[src/rtl/fetch_buffer.sv]
// fetch_buffer
// Instruction fetch buffer sitting between the shared instruction/data
// memory port and the IF/ID register. It issues one word read per cycle
// whenever the data side leaves the port free and there is room for the
// response, queues the returned words together with their PCs, and hands
// them to decode in program order. A redirect from MEM flushes everything
// (queued entries and the response still in flight) and restarts fetch at
// the new target.
//
// Build option: define FETCH_BUF_BYPASS_EN to let a response that arrives
// while the queue is empty go straight to id_* in the same cycle.
//
// Parameters
//   DEPTH       number of queue entries (power of two, >= 2)
//   RESET_PC    fetch PC loaded by reset
// Ports
//   clk, rst              clock, asynchronous active-high reset
//   redirect, redirect_pc taken branch/jump from MEM and its target
//   mem_busy              data side owns the memory port this cycle
//   imem_req, imem_addr   read request and byte address (fetch PC[7:0])
//   imem_rdata            read data, one cycle after an accepted request
//   id_valid, id_inst,    head entry toward decode (NOP / PC 0 when empty)
//   id_pc
//   id_ready              decode takes the head this cycle

module fetch_buffer #(
    parameter int unsigned DEPTH    = 4,
    parameter logic [31:0] RESET_PC = 32'h00000000
) (
    input  logic        clk,
    input  logic        rst,
    input  logic        redirect,
    input  logic [31:0] redirect_pc,
    input  logic        mem_busy,
    output logic        imem_req,
    output logic [7:0]  imem_addr,
    input  logic [31:0] imem_rdata,
    output logic        id_valid,
    output logic [31:0] id_inst,
    output logic [31:0] id_pc,
    input  logic        id_ready
);

    localparam int unsigned   AW      = $clog2(DEPTH);
    localparam int unsigned   CW      = AW + 1;
    localparam logic [CW-1:0] DEPTH_C = CW'(DEPTH);
    localparam logic [31:0]   NOP     = 32'h00000013;

    logic [31:0]   r_pc;
    logic [31:0]   r_flightPc;
    logic          r_inFlight;
    logic [AW-1:0] r_wrPtr;
    logic [AW-1:0] r_rdPtr;
    logic [CW-1:0] r_count;
    logic [31:0]   r_instQ [DEPTH];
    logic [31:0]   r_pcQ   [DEPTH];

    logic [CW-1:0] w_occupancy;
    logic          w_accept;
    logic          w_push;
    logic          w_pop;
    logic          w_popStore;
    logic          w_bypass;
    logic          w_headValid;
    logic [1:0]    w_unused;

    // Targets are forced word-aligned, so the low bits are never looked at.
    assign w_unused = redirect_pc[1:0];

    // The outstanding response is counted as occupied so that it always has
    // a slot to land in; this is what keeps the queue from overflowing.
    assign w_occupancy = r_count + CW'(r_inFlight);
    assign imem_req    = !rst && !redirect && (w_occupancy < DEPTH_C);
    assign imem_addr   = r_pc[7:0];
    assign w_accept    = imem_req && !mem_busy;

`ifdef FETCH_BUF_BYPASS_EN
    // An arriving response may be shown directly only when nothing older is
    // queued; during a redirect it is about to be squashed, so hide it.
    assign w_bypass = r_inFlight && (r_count == '0) && !redirect;
`else
    assign w_bypass = 1'b0;
`endif

    assign w_headValid = (r_count != '0) || w_bypass;
    assign w_pop       = w_headValid && id_ready && !redirect;
    // A bypassed response that decode consumes immediately never touches
    // storage; in that case the stored head (there is none) is not popped.
    assign w_popStore  = w_pop && !w_bypass;
    assign w_push      = r_inFlight && !redirect && !(w_bypass && w_pop);

    // Head presentation: NOP with PC 0 whenever nothing valid is available.
    always_comb begin
        id_valid = w_headValid;
        id_inst  = NOP;
        id_pc    = '0;
        if (w_bypass) begin
            id_inst = imem_rdata;
            id_pc   = r_flightPc;
        end else if (w_headValid) begin
            id_inst = r_instQ[r_rdPtr];
            id_pc   = r_pcQ[r_rdPtr];
        end
    end

    // Control state: fetch PC, in-flight tracking, pointers and occupancy.
    // A redirect overrides any push, pop or issue in the same cycle.
    always_ff @(posedge clk or posedge rst) begin
        if (rst) begin
            r_pc       <= RESET_PC;
            r_flightPc <= '0;
            r_inFlight <= 1'b0;
            r_wrPtr    <= '0;
            r_rdPtr    <= '0;
            r_count    <= '0;
        end else if (redirect) begin
            r_pc       <= {redirect_pc[31:2], 2'b00};
            r_inFlight <= 1'b0;
            r_wrPtr    <= '0;
            r_rdPtr    <= '0;
            r_count    <= '0;
        end else begin
            if (w_accept) begin
                r_pc       <= r_pc + 32'd4;
                r_flightPc <= r_pc;
            end
            r_inFlight <= w_accept;
            if (w_push) begin
                r_wrPtr <= r_wrPtr + AW'(1);
            end
            if (w_popStore) begin
                r_rdPtr <= r_rdPtr + AW'(1);
            end
            if (w_push && !w_popStore) begin
                r_count <= r_count + CW'(1);
            end else if (!w_push && w_popStore) begin
                r_count <= r_count - CW'(1);
            end
        end
    end

    // Entry storage needs no reset: the pointers and count decide what is valid.
    always_ff @(posedge clk) begin
        if (w_push) begin
            r_instQ[r_wrPtr] <= imem_rdata;
            r_pcQ[r_wrPtr]   <= r_flightPc;
        end
    end

endmodule

[config.mk]
export PLATFORM = sky130hd
export DESIGN_NAME = fetch_buffer
export DESIGN_NICKNAME = d
export VERILOG_FILES = /design/src/rtl/fetch_buffer.sv
export SDC_FILE = /design/constraint.sdc
export NUM_CORES = 1
export LEC_CHECK = 0
export BUFFER_PORTS_ARGS = -buffer_cell sky130_fd_sc_hd__buf_2
export CELL_PAD_IN_SITES_DETAIL_PLACEMENT = 0
export CELL_PAD_IN_SITES_GLOBAL_PLACEMENT = 1
export CORE_AREA = 2 2 229 118
export CTS_CLUSTER_DIAMETER = 120
export CTS_CLUSTER_SIZE = 30
export DETAILED_ROUTE_END_ITERATION = 8
export DIE_AREA = 0 0 231 120
export PLACE_DENSITY = 0.91
export SLEW_MARGIN = 20
export SYNTH_ARGS = -nofsm -noshare
export SYNTH_HDL_FRONTEND = slang
export SYNTH_SLANG_ARGS = --single-unit
[constraint.sdc]
create_clock -name clk -period 3.1 [get_ports clk]
set_input_delay 0.31 -clock clk [delete_from_list [all_inputs] [get_ports clk]]
set_output_delay 0.31 -clock clk [all_outputs]
set_load 0.05 [all_outputs]
==> flow_summary_export.csv, run 1 <==
group,metric,value,unit
synthesis,syn_avg_cell_area,17.7,sq um
pwr,powerDensity,828,nW/um^2
timing,min_period_over_period,90.4,%
clock_network,htreeDepth,1,
layout,num-nets-final,942,
global_routing,grt_start_max_net_pins,41,
synthesis,yosysWarningCount,0,
clock_network,clock_path_buffers,3,
clock_network,cts_buffers,14,
synthesis,synth_edf_count,248,
global_routing,grt_usage,19.2,%
clock_network,cts_resized,0,
run_status,status,"finished clean",
flow_run,cap_violations,0,
timing,tightestPinTransition,0.748,ns
synthesis,synth_area_leaders,"edfxtp_1, dfrtp_1, mux4_2",
setup_path,worst_setup_path_end_kind,"output pin",
layout,syn_to_final_growth,13.7,%
layout,seq_area,9150,sq um
placement,io_buffers,136,
setup_path,crit_type,"reg2out",
detailed_routing,wire_per_inst,21.2,um
setup_path,worst_setup_path_start_kind,"flop",
die,die_h,120,um
placement,dp_hpwl,17100,um
die,core_area,25900,sq um
pwr,power,12.0,mW
layout,antenna_cells,0,
synthesis,synth_cell_types,45,
global_routing,grt.overflow.total,0,
die,fp.dieW,231,um
die,initial_core_util,49.2,%
die,num_rows,42,
synthesis,yosysSeqAreaShare,71.9,%
timing,holdWs,0.0114,ns
synthesis,yosysTopAreaCellShare,58.5,%
timing,finalWorstPathRequiredPeriod,2.80,ns
synthesis,syn_area,12700,sq um
timing,maxSlewViolCount,0,
detailed_routing,ant_nets,0,
synthesis,synth_ff_type,"edfxtp_1",
die,ios,143,
synthesis,postSynth.asyncResetShare,21.5,%
clock_network,cts-root-buf,"clkbuf_16",
synthesis,netlist_instances,718,
timing,finalHoldViolCount,0,
synthesis,yosysTopAreaCell,"edfxtp_1",
global_routing,antenna_found_initial,1,
timing,final.setup.tns,0,ns
pwr,peakVddDrop,545,uV
detailed_routing,routed_wl,26000,um
synthesis,ys_seq_elements,316,
clock_network,cts_tree,"built",
placement,place_inst,1189,
setup_path,crit_fanout,21,
global_routing,grt_pass1_vias,6808,
detailed_routing,drc,0,
detailed_routing,first_iter_violations,482,
timing,clock.fmax,0.357,GHz
global_routing,grt_pass1_wl,40200,um
layout,multi_input_area,3330,sq um
detailed_routing,viasPerCell,5.48,
detailed_routing,firstDrtPassIters,5,
timing,rsz0062_at_grt,"no",
clock_network,clk_pin_slew,0.12,ns
timing,skew,0.0429,ns
clock_network,insertion_delay,0.52,ns
timing,slew_headroom,50.0,%
detailed_routing,vias,6722,
die,die_area,27700,sq um
min_path,hp-class,"in2reg",
layout,layout_commonest_cell,"edfxtp_1",
setup_path,worst-endpoint-arrival,2.49,ns
layout,layout-drive-gt1-share,33.0,%
pwr,p_leak,5.07,nW
timing,setup-violations-final,0,
clock_network,clock_sinks,316,
layout,fin_cells,1227,
layout,nFillCells,2026,
setup_path,crit_required,2.79,ns
placement,gp_congestion,0.789,
layout,final_cell_mix,"edfxtp_1, buf_2, dfrtp_1",
-- where the power goes --
group / internal (mW) / switching (mW)
logic: 1.45 / 2.91
registers: 5.04 / 0.413
clock network: 0.929 / 1.25
total: 7.42 / 4.57
-- worst max-delay path: stages (launching register included) --
cell,delay [ns]
dfrtp_4,0.73
buf_12,0.28
mux4_2,0.54
and2_1,0.21
buf_2,0.22
-- stage by stage --
stage	setup slack [ns]	instance area [sq um]	utilization, %
floorplan	0.527	12700	-
global placement	0.615	13900	53.8
detailed placement	0.524	13900	53.8
CTS	0.252	14400	55.9
global route	0.159	14500	56.0
finish	0.299	14500	56.0
-- timing repair --
item | 4_1_cts | 5_1_grt
hold endpoints to repair | 55 | 8
hold buffers | 11 | 3
buffers inserted | 0 | 0
-- worst paths after layout --
| path | from | to | depth (start not counted) | slack [ns] |
|---|---|---|---|---|
| max | r_rdPtr[0] | id_pc[7] | 4 | 0.30 |
| min | redirect_pc[23] | r_pc[23] | 3 | 0.01 |
| max reg2reg | r_count[0] | r_count[2] | 10 | 0.49 |
| min reg2reg | r_flightPc[22] | r_pcQ[2][22] | 0 | 0.51 |
| max in group asynchronous | rst | r_flightPc[17] | 4 | 1.89 |
| min in group asynchronous | rst | r_pc[24] | 3 | 0.51 |
-- state kept, by name, summed over array words and instances (netlist names) --
signal / cells
r_inFlight: 1
r_wrPtr: 2
r_rdPtr: 2
r_flightPc: 30
r_pc: 30
r_instQ: 128
r_count: 3
r_pcQ: 120
-- per-layer routing --
metal / wire length (um) / GRT usage [%] / part of all wire (%) / up-vias
li1: - / - / - / 3010
met1: 12600 / 30.0 / 48 / 3508
met2: 11800 / 29.1 / 45 / 180
met3: 1380 / 3.52 / 5.3 / 24
met4: 306 / 2.74 / 1.2 / 0
met5: 0 / 0 / 0 / -
-- area by class of cell --
cell class	count	share of cell area (%)
sequential	316	63.2
inverter	12	0.311
tap	352	3.04
clock inverter	1	0.112
clock buffer	23	2.80
timing repair buffer	176	7.45
multi-input combinational	347	23.0
-- synth_stat cells, types with 9 or more instances --
library cell  number
xnor2_1           23
o21ai_0           24
clkbuf_1          27
and2_1            66
nor2_1            15
dfrtp_1           68
mux4_2            62
nor3_1             9
edfxtp_1         248
mux2_2            33
buf_4             10
inv_1             11
nand2_1           37
-- kinds of logic (layout without fill, tap and decap cells) --
kind of cell / count (synthesis) / after routing / share of synthesized area, %
AOI/OAI and AO/OA: 41 / 41 / 1.93
buffers and inverters: 58 / 212 / 2.13
other: 1 / 4 / 0.0295
xor gates and xnor gates: 31 / 31 / 2.13
and+or+nand+nor: 168 / 168 / 7.21
adders and majority gates: 6 / 6 / 0.649
muxes: 97 / 97 / 14.0
DFF: 316 / 316 / 71.9
(Power assumes the default switching activity.)
==> inputs of run 2 (changes only) <==
--- a/config.mk
+++ b/config.mk
@@ -8,12 +8,14 @@
 export BUFFER_PORTS_ARGS = -buffer_cell sky130_fd_sc_hd__buf_2
 export CELL_PAD_IN_SITES_DETAIL_PLACEMENT = 0
 export CELL_PAD_IN_SITES_GLOBAL_PLACEMENT = 1
-export CORE_AREA = 2 2 229 118
+export CORE_AREA = 2 2 221 114
 export CTS_CLUSTER_DIAMETER = 120
 export CTS_CLUSTER_SIZE = 30
 export DETAILED_ROUTE_END_ITERATION = 8
-export DIE_AREA = 0 0 231 120
-export PLACE_DENSITY = 0.91
+export DIE_AREA = 0 0 223 116
+export GPL_TIMING_DRIVEN = 0
+export PLACE_DENSITY = 0.95
+export SETUP_SLACK_MARGIN = 0.3
 export SLEW_MARGIN = 20
 export SYNTH_ARGS = -nofsm -noshare
 export SYNTH_HDL_FRONTEND = slang
==> constraint.sdc (replaced) <==
create_clock -name clk -period 3.4 [get_ports clk]
set_input_delay 0.34 -clock clk [delete_from_list [all_inputs] [get_ports clk]]
set_output_delay 0.34 -clock clk [all_outputs]
set_load 0.05 [all_outputs]
==> flow_summary_export.csv, run 2 (synthesis gave the netlist of run 1 again) <==
group,metric,value,unit
pwr,p_leak,5.08,nW
flow_run,cap_violations,0,
clock_network,post_cts_buffers,0,
pwr,power_frac_seq,45.0,%
global_routing,grt_pass1_vias,6868,
die,die_area,25900,sq um
global_routing,antenna_found_initial,0,
setup_path,worst_setup_path_end_kind,"output pin",
pwr,peakVddDrop,526,uV
placement,place_inst,1176,
timing,maxSlewViolCount,0,
timing,setup-violations-final,0,
timing,finalWorstPathRequiredPeriod,2.89,ns
setup_path,worstRegToRegCells,10,
global_routing,grt.overflow.total,0,
min_path,whs_path_depth,1,
pwr,powerDensity,753,nW/um^2
placement,io_buffers,135,
pwr,clock_power_share,18.1,%
layout,fin_cells,1201,
setup_path,worst_setup_path_start_kind,"flop",
pwr,p_int,6.72,mW
layout,syn_to_final_growth,13.1,%
timing,tightestPinTransition,0.902,ns
setup_path,r2r_start,"r_count[2]",
clock_network,cts-root-buf,"clkbuf_16",
layout,num-nets-final,953,
setup_path,crit_required,3.06,ns
timing,min_period_over_period,85.1,%
detailed_routing,routed_wl,24500,um
timing,slew_headroom,39.5,%
die,fp.dieW,223,um
clock_network,cts_buffers,14,
clock_network,clock_path_buffers,3,
die,initial_core_util,53.5,%
layout,top_register,"r_instQ",
detailed_routing,firstDrtPassIters,5,
placement,dp_hpwl,16300,um
timing,rsz0062_at_grt,"no",
setup_path,r2r-end,"r_count[2]",
die,ios,143,
layout,reg.largest.list,"r_instQ: 128 flops, r_pcQ: 120 flops",
run_status,status,"finished clean",
clock_network,htreeDepth,1,
placement,gp_congestion,0.781,
clock_network,cts_tree,"built",
clock_network,insertion_delay,0.50,ns
placement,pre_cts_ws,0.312,ns
timing,worst_slack,0.505,ns
detailed_routing,ant_nets,0,
clock_network,clock_sinks,316,
die,die_h,116,um
die,num_rows,40,
global_routing,grt_start_max_net_pins,42,
detailed_routing,first_iter_violations,591,
clock_network,clk_pin_slew,0.11,ns
setup_path,regToRegSetupSlack,0.73,ns
detailed_routing,vias,6703,
pwr,switching_share,37.9,%
min_path,hp-class,"in2reg",
detailed_routing,wire_per_inst,20.4,um
layout,layout-drive-gt1-share,32.7,%
layout,largest_register_ffs,128,
global_routing,grt_pass1_wl,37800,um
layout,final_cell_mix,"edfxtp_1, buf_2, dfrtp_1",
layout,antenna_cells,0,
detailed_routing,drc,0,
detailed_routing,viasPerCell,5.58,
timing,finalHoldViolCount,0,
pwr,power,10.8,mW
setup_path,worst-endpoint-arrival,2.55,ns
layout,layout_commonest_cell,"edfxtp_1",
pwr,p_switching,4.11,mW
setup_path,crit_fanout,10,
layout,fin_util,60.6,%
timing,clock.fmax,0.345,GHz
min_path,hp-start,"imem_rdata[8]",
global_routing,grt_usage,19.2,%
setup_path,crit_type,"reg2out",
die,core_area,23800,sq um
timing,skew,0.0242,ns
min_path,min_to,"r_instQ[3][8]",
pwr,comb_power_share,36.9,%
==> run 2: cell count changes in the layout (fill, tap and decap cells not counted), sizes merged <==
cell         previous run  this run
dlygate4sd3            14         1
buf                   162       159
clkbuf                 23        50
==> run 2: worst max-delay path: stages, from the launching register on <==
cell and delay [ns]:
dfrtp_1 0.46, nor3_2 0.45, inv_1 0.35, clkbuf_1 0.32, and2_1 0.25, buf_2 0.22
==> run 2: power by group through the flow <==
stage	clock network [mW]	logic (mW)	registers [mW]
finish	1.96	4.00	4.87
global route	2.13	4.23	4.92
CTS	2.01	4.06	4.87
detailed placement	0	4.05	4.95
global placement	0	3.99	4.91
floorplan	0	3.14	4.85
==> run 2: worst max-delay path by stage <==
stage | end | from | slack [ns]
after floorplan | r_instQ[0][0] | redirect | 0.80
after detailed placement | r_count[2] | r_count[0] | 0.31
after CTS | id_inst[21] | r_rdPtr[1] | 0.34
final | id_pc[20] | r_count[1] | 0.51
after global routing | id_pc[19] | r_count[1] | 0.34
after global placement | r_pcQ[3][16] | redirect | -0.43
==> run 2: through the flow <==
step	setup TNS [ns]	hold WS (ns)	area, sq um
after global routing	0	0.0286	14400
after CTS	0	0.0258	14400
final	0	0.0452	14400
after detailed placement	0	0.385	14000
after global placement	-104.74	0.483	13800
after floorplan	0	0.439	12700
==> run 2: what timing repair did <==
action | CTS | global route
hold endpoints to repair | 27 | 0
resized for setup | 7 | 4
cloned | 0 | 0
setup endpoints to repair | 59 | 11
hold buffers | 1 | 0
==> run 2: cell type report <==
type	instances	area, sq um
well taps	315	394
multi-input cells	347	3340
clock inverters	1	16.3
plain buffers	46	236
fillers	1707	9370
flip-flops and latches	316	9150
inverters	12	47.5
clock buffers	23	405
repair buffers	141	816
==> run 2: metal layers <==
layer,part of all wire [%],global-route usage [%],up-vias
li1,-,-,3028
met1,42,25.5,3452
met2,51,34.1,183
met3,4.6,2.59,40
met4,2.4,5.55,0
met5,0,0,-
==> inputs of run 3 (changes only) <==
--- a/config.mk
+++ b/config.mk
@@ -5,7 +5,7 @@
 export SDC_FILE = /design/constraint.sdc
 export NUM_CORES = 1
 export LEC_CHECK = 0
-export BUFFER_PORTS_ARGS = -buffer_cell sky130_fd_sc_hd__buf_2
+export BUFFER_PORTS_ARGS = -buffer_cell sky130_fd_sc_hd__buf_4
 export CELL_PAD_IN_SITES_DETAIL_PLACEMENT = 0
 export CELL_PAD_IN_SITES_GLOBAL_PLACEMENT = 1
 export CORE_AREA = 2 2 221 114
==> flow_summary_export.csv, run 3 (synthesis gave the netlist of run 1 again) <==
group,metric,value,unit
setup_path,cpPeakStageDelay,0.60,ns
detailed_routing,viasPerCell,5.56,
global_routing,grt_pass1_vias,6805,
layout,seq_area,9150,sq um
pwr,comb_power_share,38.8,%
global_routing,grt.overflow.total,0,
layout,final_cell_mix,"edfxtp_1, buf_4, dfrtp_1",
detailed_routing,ant_nets,0,
layout,nFillCells,1660,
pwr,p_int,7.01,mW
setup_path,slowest_stage,"mux4_2",
timing,skew,0.0213,ns
timing,min_period_over_period,85.8,%
placement,io_buffers,135,
die,initial_core_util,53.5,%
layout,layout-drive-gt1-share,32.7,%
die,ios,143,
layout,antenna_cells,0,
setup_path,worst_setup_path_end_kind,"output pin",
pwr,p_leak,5.17,nW
clock_network,clk_pin_slew,0.11,ns
detailed_routing,firstDrtPassIters,5,
global_routing,grt_usage,19.3,%
layout,num-nets-final,953,
layout,layout_commonest_cell,"edfxtp_1",
timing,tightestPinTransition,0.952,ns
layout,multi_input_area,3340,sq um
detailed_routing,drc,0,
flow_run,cap_violations,0,
placement,dp_hpwl,16400,um
die,die_h,116,um
detailed_routing,first_iter_violations,607,
setup_path,r2r_start,"r_count[2]",
detailed_routing,vias,6679,
clock_network,cts_buffers,14,
die,core_area,23800,sq um
pwr,power_frac_seq,43.7,%
layout,reg.largest.list,"r_instQ: 128 flops, r_pcQ: 120 flops",
pwr,peakVddDrop,357,uV
pwr,p_switching,4.15,mW
timing,clock.fmax,0.343,GHz
clock_network,cts_tree,"built",
clock_network,insertion_delay,0.49,ns
timing,finalHoldViolCount,0,
detailed_routing,met2_length,12900,um
setup_path,crit_type,"reg2out",
layout,largest_register_ffs,128,
setup_path,crit_required,3.06,ns
pwr,clock_power_share,17.5,%
pwr,power,11.2,mW
run_status,status,"finished clean",
layout,top_register,"r_instQ",
die,fp.dieW,223,um
setup_path,crit_fanout,10,
clock_network,cts-root-buf,"clkbuf_16",
placement,gp_congestion,0.767,
detailed_routing,routed_wl,24700,um
global_routing,grt_pass1_wl,38100,um
setup_path,critPathLaunch,"r_rdPtr[0]",
detailed_routing,wl_met1,10400,um
setup_path,regToRegSetupSlack,0.75,ns
placement,pre_cts_ws,0.457,ns
detailed_routing,dr_wl_met3,927,um
clock_network,clock_sinks,316,
pwr,switching_share,37.2,%
timing,finalWorstPathRequiredPeriod,2.92,ns
min_path,hp-start,"imem_rdata[21]",
layout,syn_to_final_growth,15.8,%
setup_path,worst-endpoint-arrival,2.58,ns
min_path,whs_path_depth,1,
die,die_area,25900,sq um
pwr,powerDensity,757,nW/um^2
setup_path,crit_chain,"clkbuf_2, buf_2, mux4_2, and2_1, buf_4",
clock_network,htreeDepth,1,
timing,rsz0062_at_grt,"no",
setup_path,worst_setup_path_start_kind,"flop",
global_routing,grt_start_max_net_pins,39,
setup_path,worstRegToRegCells,10,
min_path,min_to,"r_instQ[3][21]",
timing,setup-violations-final,0,
timing,maxSlewViolCount,0,
min_path,hp-class,"in2reg",
timing,final.setup.tns,0,ns
timing,worst_slack,0.484,ns
detailed_routing,topRoutingLayerUsed,"met4",
detailed_routing,wire_per_inst,20.5,um
timing,slew_headroom,36.2,%
die,num_rows,40,
global_routing,antenna_found_initial,0,
setup_path,r2r-end,"r_count[2]",
clock_network,clock_path_buffers,3,
timing,holdWs,0.0400,ns
==> run 3: area by class of cell <==
class	instances	share of cell area [%]
well taps	315	2.67
multi-input cells	347	22.6
plain buffers	46	1.60
flip-flops and latches	316	62.1
clock buffers	23	2.75
clock inverters	1	0.110
repair buffers	141	7.83
inverters	12	0.323
==> run 3: layer usage <==
layer | vias up | GRT usage, %
met5 | - | 0
met4 | 0 | 3.98
met3 | 28 | 2.16
met2 | 142 | 34.8
met1 | 3474 | 26.1
li1 | 3035 | -
==> run 3: worst max-delay path by stage <==
stage,end,cells after the start
after global routing,id_pc[8],5
after CTS,id_pc[25],5
after global placement,r_pcQ[2][16],3
after floorplan,r_instQ[0][0],3
final,id_pc[8],5
after detailed placement,r_count[2],10
==> run 3: through the flow <==
stage               instance area, sq um  instances  util, %
floorplan                          12700        721        -
finish                             14700       1201     62.0
global placement                   14100       1171     59.5
global route                       14700       1201     62.0
CTS                                14700       1201     62.0
detailed placement                 14300       1176     60.1
==> run 3: power by group through the flow <==
stage               combinational (mW)  sequential [mW]  clock [mW]
CTS                               4.39             4.87        1.99
finish                            4.33             4.87        1.95
global placement                  4.31             4.91           0
detailed placement                4.36             4.95           0
floorplan                         3.14             4.85           0
global route                      4.57             4.91        2.11
==> run 3: worst max-delay path: cells and delay by family, from the launching register on <==
kind | cells | cell delay (ns)
and+or+nand+nor | 1 | 0.18
muxes | 1 | 0.60
buffers and inverters | 3 | 0.96
DFF | 1 | 0.34
==> run 3: what timing repair did <==
item,4_1_cts,5_1_grt
setup endpoints to repair,58,40
hold endpoints to repair,32,0
hold buffers,1,0
resized for setup,3,12
buffers inserted,0,0
